File: config.mk
export PLATFORM = sky130hd
export DESIGN_NAME = spi_host_regif_flat
export DESIGN_NICKNAME = d
export VERILOG_FILES = /design/src/rtl/spi_host_regif_if.sv /design/src/rtl/spi_host_regif.sv /design/src/flat_wrapper.sv
export SDC_FILE = /design/constraint.sdc
export NUM_CORES = 1
export LEC_CHECK = 0
export ABC_AREA = 1
export CORE_MARGIN = 4
export CORE_UTILIZATION = 54
export DETAILED_ROUTE_END_ITERATION = 8
export PLACE_DENSITY = 0.79
export REMOVE_ABC_BUFFERS = 1
export SYNTH_ARGS = -nofsm -noshare
export SYNTH_HDL_FRONTEND = slang
export SYNTH_SLANG_ARGS = --single-unit
File: constraint.sdc
create_clock -name SPI_CLK -period 2.1 [get_ports SPI_CLK]
set_input_delay 0.21 -clock SPI_CLK [delete_from_list [all_inputs] [get_ports SPI_CLK]]
set_output_delay 0.21 -clock SPI_CLK [all_outputs]
set_load 0.02 [all_outputs]
File: src/rtl/spi_host_regif_if.sv
// Host SPI pins plus the register-bank strobe bus of spi_host_regif.
// slave = the regif block itself, master = whatever drives the host pins / models the bank.
interface spi_host_regif_if #(
  parameter int ADDR_WIDTH = 7
);
  logic                  SCLK_fromHost;
  logic                  SCSN_fromHost;
  logic                  MOSI_fromHost;
  logic                  MISO_fromClient;
  logic                  MISO_toHost;
  logic [7:0]            RD_DATA;
  logic [ADDR_WIDTH-1:0] REG_ADDR;
  logic [7:0]            WR_DATA;
  logic                  WR_STROBE;
  logic                  RD_STROBE;

  modport slave (
    input  SCLK_fromHost, SCSN_fromHost, MOSI_fromHost, MISO_fromClient, RD_DATA,
    output MISO_toHost, REG_ADDR, WR_DATA, WR_STROBE, RD_STROBE
  );

  modport master (
    output SCLK_fromHost, SCSN_fromHost, MOSI_fromHost, MISO_fromClient, RD_DATA,
    input  MISO_toHost, REG_ADDR, WR_DATA, WR_STROBE, RD_STROBE
  );
endinterface

File: src/rtl/spi_host_regif.sv
// SPI mode-0 register front end: oversamples host pins in the SPI_CLK domain and
// turns byte frames {RW,ADDR[6:0]}, data... into one-cycle register write/read strobes.
module spi_host_regif #(
  parameter int SYNC_STAGES = 2,
  parameter int ADDR_WIDTH  = 7
) (
  input  logic            SPI_CLK,
  input  logic            SPI_CLK_RESET_N,
  spi_host_regif_if.slave bus
);
  typedef enum logic [1:0] {IDLE, ADDR, WDATA, RDATA} state_t;
  localparam logic [ADDR_WIDTH-1:0] ADDR_ONE = 1;

  logic [SYNC_STAGES-1:0] sclk_sync_q, scsn_sync_q, mosi_sync_q;
  logic                   sclk_prev_q, scsn_prev_q;
  state_t                 state_q, state_d;
  logic [2:0]             cnt_q, cnt_d;
  logic [7:0]             mosi_sh_q, mosi_sh_d;
  logic [7:0]             miso_sh_q, miso_sh_d;
  logic [ADDR_WIDTH-1:0]  addr_q, addr_d;
  logic [7:0]             wdata_q, wdata_d;
  logic                   wr_stb_q, wr_stb_d;
  logic                   rd_stb_q, rd_stb_d;
  logic                   load_q;

  logic       sclk_s, scsn_s, mosi_s;
  logic       sclk_rise, sclk_fall, scsn_fall, scsn_rise;
  logic       byte_done;
  logic [7:0] byte_val;

  assign sclk_s    = sclk_sync_q[SYNC_STAGES-1];
  assign scsn_s    = scsn_sync_q[SYNC_STAGES-1];
  assign mosi_s    = mosi_sync_q[SYNC_STAGES-1];
  assign sclk_rise = sclk_s & ~sclk_prev_q;
  assign sclk_fall = ~sclk_s & sclk_prev_q;
  assign scsn_fall = ~scsn_s & scsn_prev_q;
  assign scsn_rise = scsn_s & ~scsn_prev_q;
  assign byte_val  = {mosi_sh_q[6:0], mosi_s};

  // SCSN chain resets low so a reset released mid-frame cannot fake a select edge.
  always_ff @(posedge SPI_CLK or negedge SPI_CLK_RESET_N) begin
    if (!SPI_CLK_RESET_N) begin
      sclk_sync_q <= '0;
      scsn_sync_q <= '0;
      mosi_sync_q <= '0;
      sclk_prev_q <= 1'b0;
      scsn_prev_q <= 1'b0;
      state_q     <= IDLE;
      cnt_q       <= 3'd0;
      mosi_sh_q   <= 8'd0;
      miso_sh_q   <= 8'd0;
      addr_q      <= '0;
      wdata_q     <= 8'd0;
      wr_stb_q    <= 1'b0;
      rd_stb_q    <= 1'b0;
      load_q      <= 1'b0;
    end else begin
      sclk_sync_q <= {sclk_sync_q[SYNC_STAGES-2:0], bus.SCLK_fromHost};
      scsn_sync_q <= {scsn_sync_q[SYNC_STAGES-2:0], bus.SCSN_fromHost};
      mosi_sync_q <= {mosi_sync_q[SYNC_STAGES-2:0], bus.MOSI_fromHost};
      sclk_prev_q <= sclk_s;
      scsn_prev_q <= scsn_s;
      state_q     <= state_d;
      cnt_q       <= cnt_d;
      mosi_sh_q   <= mosi_sh_d;
      miso_sh_q   <= miso_sh_d;
      addr_q      <= addr_d;
      wdata_q     <= wdata_d;
      wr_stb_q    <= wr_stb_d;
      rd_stb_q    <= rd_stb_d;
      load_q      <= rd_stb_q;
    end
  end

  always_comb begin
    state_d   = state_q;
    cnt_d     = cnt_q;
    mosi_sh_d = mosi_sh_q;
    miso_sh_d = miso_sh_q;
    addr_d    = addr_q;
    wdata_d   = wdata_q;
    wr_stb_d  = 1'b0;
    rd_stb_d  = 1'b0;
    byte_done = 1'b0;

    if (wr_stb_q) begin
      addr_d = addr_q + ADDR_ONE;
    end

    // The fall that closes a byte (count already wrapped to 0) must not shift out the
    // freshly loaded MSB before the host samples it on the next rise.
    if (load_q) begin
      miso_sh_d = bus.RD_DATA;
    end else if (sclk_fall && cnt_q != 3'd0 && state_q != IDLE) begin
      miso_sh_d = {miso_sh_q[6:0], 1'b0};
    end

    if (state_q == IDLE) begin
      if (scsn_fall) begin
        state_d   = ADDR;
        cnt_d     = 3'd0;
        mosi_sh_d = 8'd0;
        miso_sh_d = 8'd0;
      end
    end else if (sclk_rise) begin
      cnt_d     = cnt_q + 3'd1;
      mosi_sh_d = byte_val;
      byte_done = (cnt_q == 3'd7);
    end

    if (byte_done) begin
      case (state_q)
        ADDR: begin
          addr_d = byte_val[ADDR_WIDTH-1:0];
          if (byte_val[7]) begin
            state_d = WDATA;
          end else begin
            state_d  = RDATA;
            rd_stb_d = 1'b1;
          end
        end
        WDATA: begin
          wdata_d  = byte_val;
          wr_stb_d = 1'b1;
        end
        RDATA: begin
          addr_d   = addr_q + ADDR_ONE;
          rd_stb_d = 1'b1;
        end
        default: ;
      endcase
    end

    // Deselect drops any partial byte; a byte completing in the same cycle still strobes.
    if (state_q != IDLE && scsn_rise) begin
      state_d   = IDLE;
      cnt_d     = 3'd0;
      mosi_sh_d = 8'd0;
    end
  end

  assign bus.REG_ADDR    = addr_q;
  assign bus.WR_DATA     = wdata_q;
  assign bus.WR_STROBE   = wr_stb_q;
  assign bus.RD_STROBE   = rd_stb_q;
  assign bus.MISO_toHost = (!scsn_s && state_q != IDLE) ? miso_sh_q[7] : bus.MISO_fromClient;
endmodule

File: src/flat_wrapper.sv
// flat-port wrapper written by rule: the top's interface ports become plain ports
module spi_host_regif_flat 
#(
  parameter int SYNC_STAGES = 2,
  parameter int ADDR_WIDTH  = 7
)
  (SPI_CLK, SPI_CLK_RESET_N, bus_SCLK_fromHost, bus_SCSN_fromHost, bus_MOSI_fromHost, bus_MISO_fromClient, bus_RD_DATA, bus_MISO_toHost, bus_REG_ADDR, bus_WR_DATA, bus_WR_STROBE, bus_RD_STROBE);
  spi_host_regif_if #(.ADDR_WIDTH(ADDR_WIDTH)) bus_i ();
  input  logic SPI_CLK;
  input  logic SPI_CLK_RESET_N;
  input wire logic [$bits(bus_i.SCLK_fromHost)-1:0] bus_SCLK_fromHost;
  input wire logic [$bits(bus_i.SCSN_fromHost)-1:0] bus_SCSN_fromHost;
  input wire logic [$bits(bus_i.MOSI_fromHost)-1:0] bus_MOSI_fromHost;
  input wire logic [$bits(bus_i.MISO_fromClient)-1:0] bus_MISO_fromClient;
  input wire logic [$bits(bus_i.RD_DATA)-1:0] bus_RD_DATA;
  output wire logic [$bits(bus_i.MISO_toHost)-1:0] bus_MISO_toHost;
  output wire logic [$bits(bus_i.REG_ADDR)-1:0] bus_REG_ADDR;
  output wire logic [$bits(bus_i.WR_DATA)-1:0] bus_WR_DATA;
  output wire logic [$bits(bus_i.WR_STROBE)-1:0] bus_WR_STROBE;
  output wire logic [$bits(bus_i.RD_STROBE)-1:0] bus_RD_STROBE;
  assign bus_i.SCLK_fromHost = bus_SCLK_fromHost;
  assign bus_i.SCSN_fromHost = bus_SCSN_fromHost;
  assign bus_i.MOSI_fromHost = bus_MOSI_fromHost;
  assign bus_i.MISO_fromClient = bus_MISO_fromClient;
  assign bus_i.RD_DATA = bus_RD_DATA;
  assign bus_MISO_toHost = bus_i.MISO_toHost;
  assign bus_REG_ADDR = bus_i.REG_ADDR;
  assign bus_WR_DATA = bus_i.WR_DATA;
  assign bus_WR_STROBE = bus_i.WR_STROBE;
  assign bus_RD_STROBE = bus_i.RD_STROBE;
  spi_host_regif #(.SYNC_STAGES(SYNC_STAGES), .ADDR_WIDTH(ADDR_WIDTH)) u_core (.SPI_CLK(SPI_CLK), .SPI_CLK_RESET_N(SPI_CLK_RESET_N), .bus(bus_i));
endmodule
==> results.yml <==
cts:
  clock-sinks: 46
  worstSkewPairLatency_ns: 0.29
  clockRootBuffer: "clkbuf_8"
  cts_inserted_buffers: 5
  clkTransAtPathRegs_ns: 0.08
  h-tree-depth: 2
  clockBufferDepth: 2
  cts_tree: "yes"
power:
  sw_frac_of_total: 0.2498
  p_switching_mw: 0.4404
  p_int_mw: 1.323
  p_comb_frac: 0.119
  power_density_nw_per_um2: 637.6
  p_clk_frac: 0.360
  power_leakage_nw: 1.374
  ir_drop_mv: 0.4070
  pwr-share-seq: 0.521
  total_power_mw: 1.763
setup_path:
  r2r-start: "u_core.sclk_prev_q$_DFF_PN0_"
  cp.arrival_ns: 1.81
  path_class: "reg2out"
  worstSetupEndpointType: "output port"
  cp-start-kind: "register"
  critPathMaxFanout: 4
  crit_required_ns: 1.89
  crit_start: "u_core.state_q[1]$_DFF_PN0_"
floorplan:
  core_um2: 4058
  io_pins: 32
  die_y_um: 73.07
  start_util: 0.5634
  rows: 23
  dieWidth_um: 73.07
  die_area_um2: 5338
timing:
  worst_pin_slew_ns: 0.5573
  finalSetupViolCount: 0
  hold_violations: 0
  fmax_ghz: 0.4959
  report.final.slew_viol_count: 0
  period_minus_slack_ns: 2.017
  fin_crit_sh: 0.9603
  fin_setup_tns_ns: 0
  finClkSkew_ns: 0.007268
  rsz0062_at_grt: "false"
  relSlewSlack: 0.6285
grt:
  grt.total_usage: 0.1930
  grt_pass1_vias: 1750
  antenna_found_initial: 0
  grt_start_max_net_pins: 25
  grt_overflow: 0
  grt_pass1_wl_mm: 7.997
outcome:
  status: "complete, no violations"
yosys:
  synth.largest_area_cell: "dfrtp_1"
  syn_area_um2: 2286
  async_reset_ff_frac: 1.000
  ys_warn_count: 0
  synthCells: 265
  synth_edf_count: 0
  synth_top_area_frac: 0.5036
  ys_ff_latch: 46
  synthFlopType: "dfrtp_1"
  yosysSeqAreaShare: 0.5036
  synth_area_leaders: "dfrtp_1 (50%), nand2_1 (9.9%), inv_1 (5.4%)"
  syn_avg_cell_area_um2: 8.626
  synth_cell_types: 31
layout:
  final_nets: 317
  fin_area_um2: 2765
  nFillCells: 340
  n_antenna_cell: 0
  final_core_util: 0.6815
  syn_to_final_growth_pct: 20.96
  layout.cells.non_filler: 350
  drive_above_1_share: 0.1233
drt:
  ant_nets: 0
  route.detailed.wl_per_inst_um: 13.04
  drt-vias-per-instance: 5.154
  totalWireLength_mm: 4.564
  drc: 0
  drtPass1Iterations: 4
  vias: 1804
  drt_iter0_drc: 131
placed_design:
  place_area_um2: 2641
  port_buffers: 31
  routabilityCongestion: 0.8144
  dp_cells: 341
  hpwl_mm: 3.303
hold_path:
  hold_start: "bus_MOSI_fromHost"
  hold_class: "in2reg"
job:
  cap_viol_max_count: 0
metrics by stage:
step	worst slack, ns	hold WS [ns]
global route	0.001672	0.3323
CTS	0.04492	0.3411
finish	0.08342	0.3510
detailed placement	0.3765	0.2346
floorplan	0.7399	-0.08559
global placement	0.3994	0.2324
power groups by stage:
stage	Combinational, mW	Sequential [mW]	Clock, mW
2_1_floorplan	0.128	0.934	0
3_3_place_gp	0.205	0.935	0
3_5_place_dp	0.208	0.936	0
4_1_cts	0.210	0.918	0.655
5_1_grt	0.234	0.924	0.692
6_report	0.209	0.919	0.635
state kept, by name, summed over array words and instances (netlist names):
signal and flops:
u_core.mosi_sync_q 2, u_core.bus.WR_STROBE 1, u_core.state_q 2, u_core.mosi_sh_q 7
u_core.scsn_sync_q 2, u_core.cnt_q 3, u_core.load_q 1, u_core.bus.REG_ADDR 7
u_core.bus.RD_STROBE 1, u_core.sclk_sync_q 2, u_core.sclk_prev_q 1, u_core.bus.WR_DATA 8
u_core.scsn_prev_q 1, u_core.miso_sh_q 8
cell usage in the layout (no fill, tap or decap):
cell	netlist	final
or2_2	1	1
buf_2	2	1
nand2_2	1	1
nand2_4	3	3
mux2i_1	1	1
nand4_1	10	10
inv_2	3	3
nor2_2	2	1
dfrtp_1	46	46
o21ai_2	10	10
nor2_1	27	27
a21oi_1	9	9
ha_1	4	4
buf_12	0	1
nor2_4	3	4
o22ai_2	1	1
mux2_2	1	1
inv_1	33	33
nor3_4	1	1
o21bai_1	2	2
o211ai_1	1	1
xnor2_1	2	2
o21a_1	1	1
o22ai_1	4	4
clkbuf_8	0	5
nand3_1	24	24
nand2_1	60	60
dlygate4sd3_1	0	1
o21ai_0	5	5
bufinv_16	0	1
clkinv_2	0	2
clkdlybuf4s50_1	0	30
a21oi_2	1	1
xor2_1	3	3
logic make-up after synthesis:
kind of cell | share of synthesized area
and+or+nand+nor | 0.2704
DFF | 0.5036
buffers and inverters | 0.07334
AOI/OAI and AO/OA | 0.1023
xor gates and xnor gates | 0.01916
adders and majority gates | 0.02189
muxes | 0.009305
what timing repair did:
action                                  4_1_cts  5_1_grt
buffers inserted                              0        0
gates resized for setup                       0        1
hold buffers                                  1        0
endpoints found under the setup margin        0        1
endpoints found under the hold margin        22        0
cell type report:
class	instances	area, µm²	share of cell area
clock buffers	5	68.82	0.02489
clock inverters	3	40.04	0.01448
inverters	36	135.1	0.04887
multi-input cells	177	972.2	0.3516
flip-flops and latches	46	1151	0.4163
well taps	50	62.56	0.02262
repair buffers	33	335.3	0.1213
cell usage after synthesis, types with 2 or more instances:
cell       n
o21bai_1   2
nand2_1   60
o21ai_0    5
nor2_2     2
nor2_4     3
dfrtp_1   46
xnor2_1    2
buf_2      2
inv_1     33
ha_1       4
xor2_1     3
nand3_1   24
nand2_4    3
nand4_1   10
inv_2      3
a21oi_1    9
nor2_1    27
o21ai_2   10
o22ai_1    4
clkbuf_1   2
worst max-delay path, stage by stage, from the launching register on:
cell and delay, ns:
dfrtp_1 0.47, nor2_4 0.07, nor2_1 0.10, mux2_2 0.35, clkdlybuf4s50_1 0.54
worst paths after layout:
check	slack (ns)	depth (start not counted)	end
worst max register to register	0.53	5	u_core.bus.REG_ADDR[6]$_DFF_PN0_
min in group asynchronous	0.43	2	u_core.bus.REG_ADDR[2]$_DFF_PN0_
worst min-delay path	0.35	1	u_core.mosi_sync_q[0]$_DFF_PN0_
worst min register to register	0.35	0	u_core.sclk_sync_q[1]$_DFF_PN0_
worst max-delay path	0.08	4	bus_MISO_toHost
max in group asynchronous	1.14	3	u_core.cnt_q[0]$_DFFE_PN0P_
metal layers:
metal,share of wire,vias to the layer above,global-route usage
met3,0.034,6,0.03444
met5,0,-,0
met1,0.47,844,0.2649
met2,0.49,31,0.3069
li1,-,923,-
met4,0.011,0,0.06762
No activity file was read; power rests on OpenSTA's default activity.
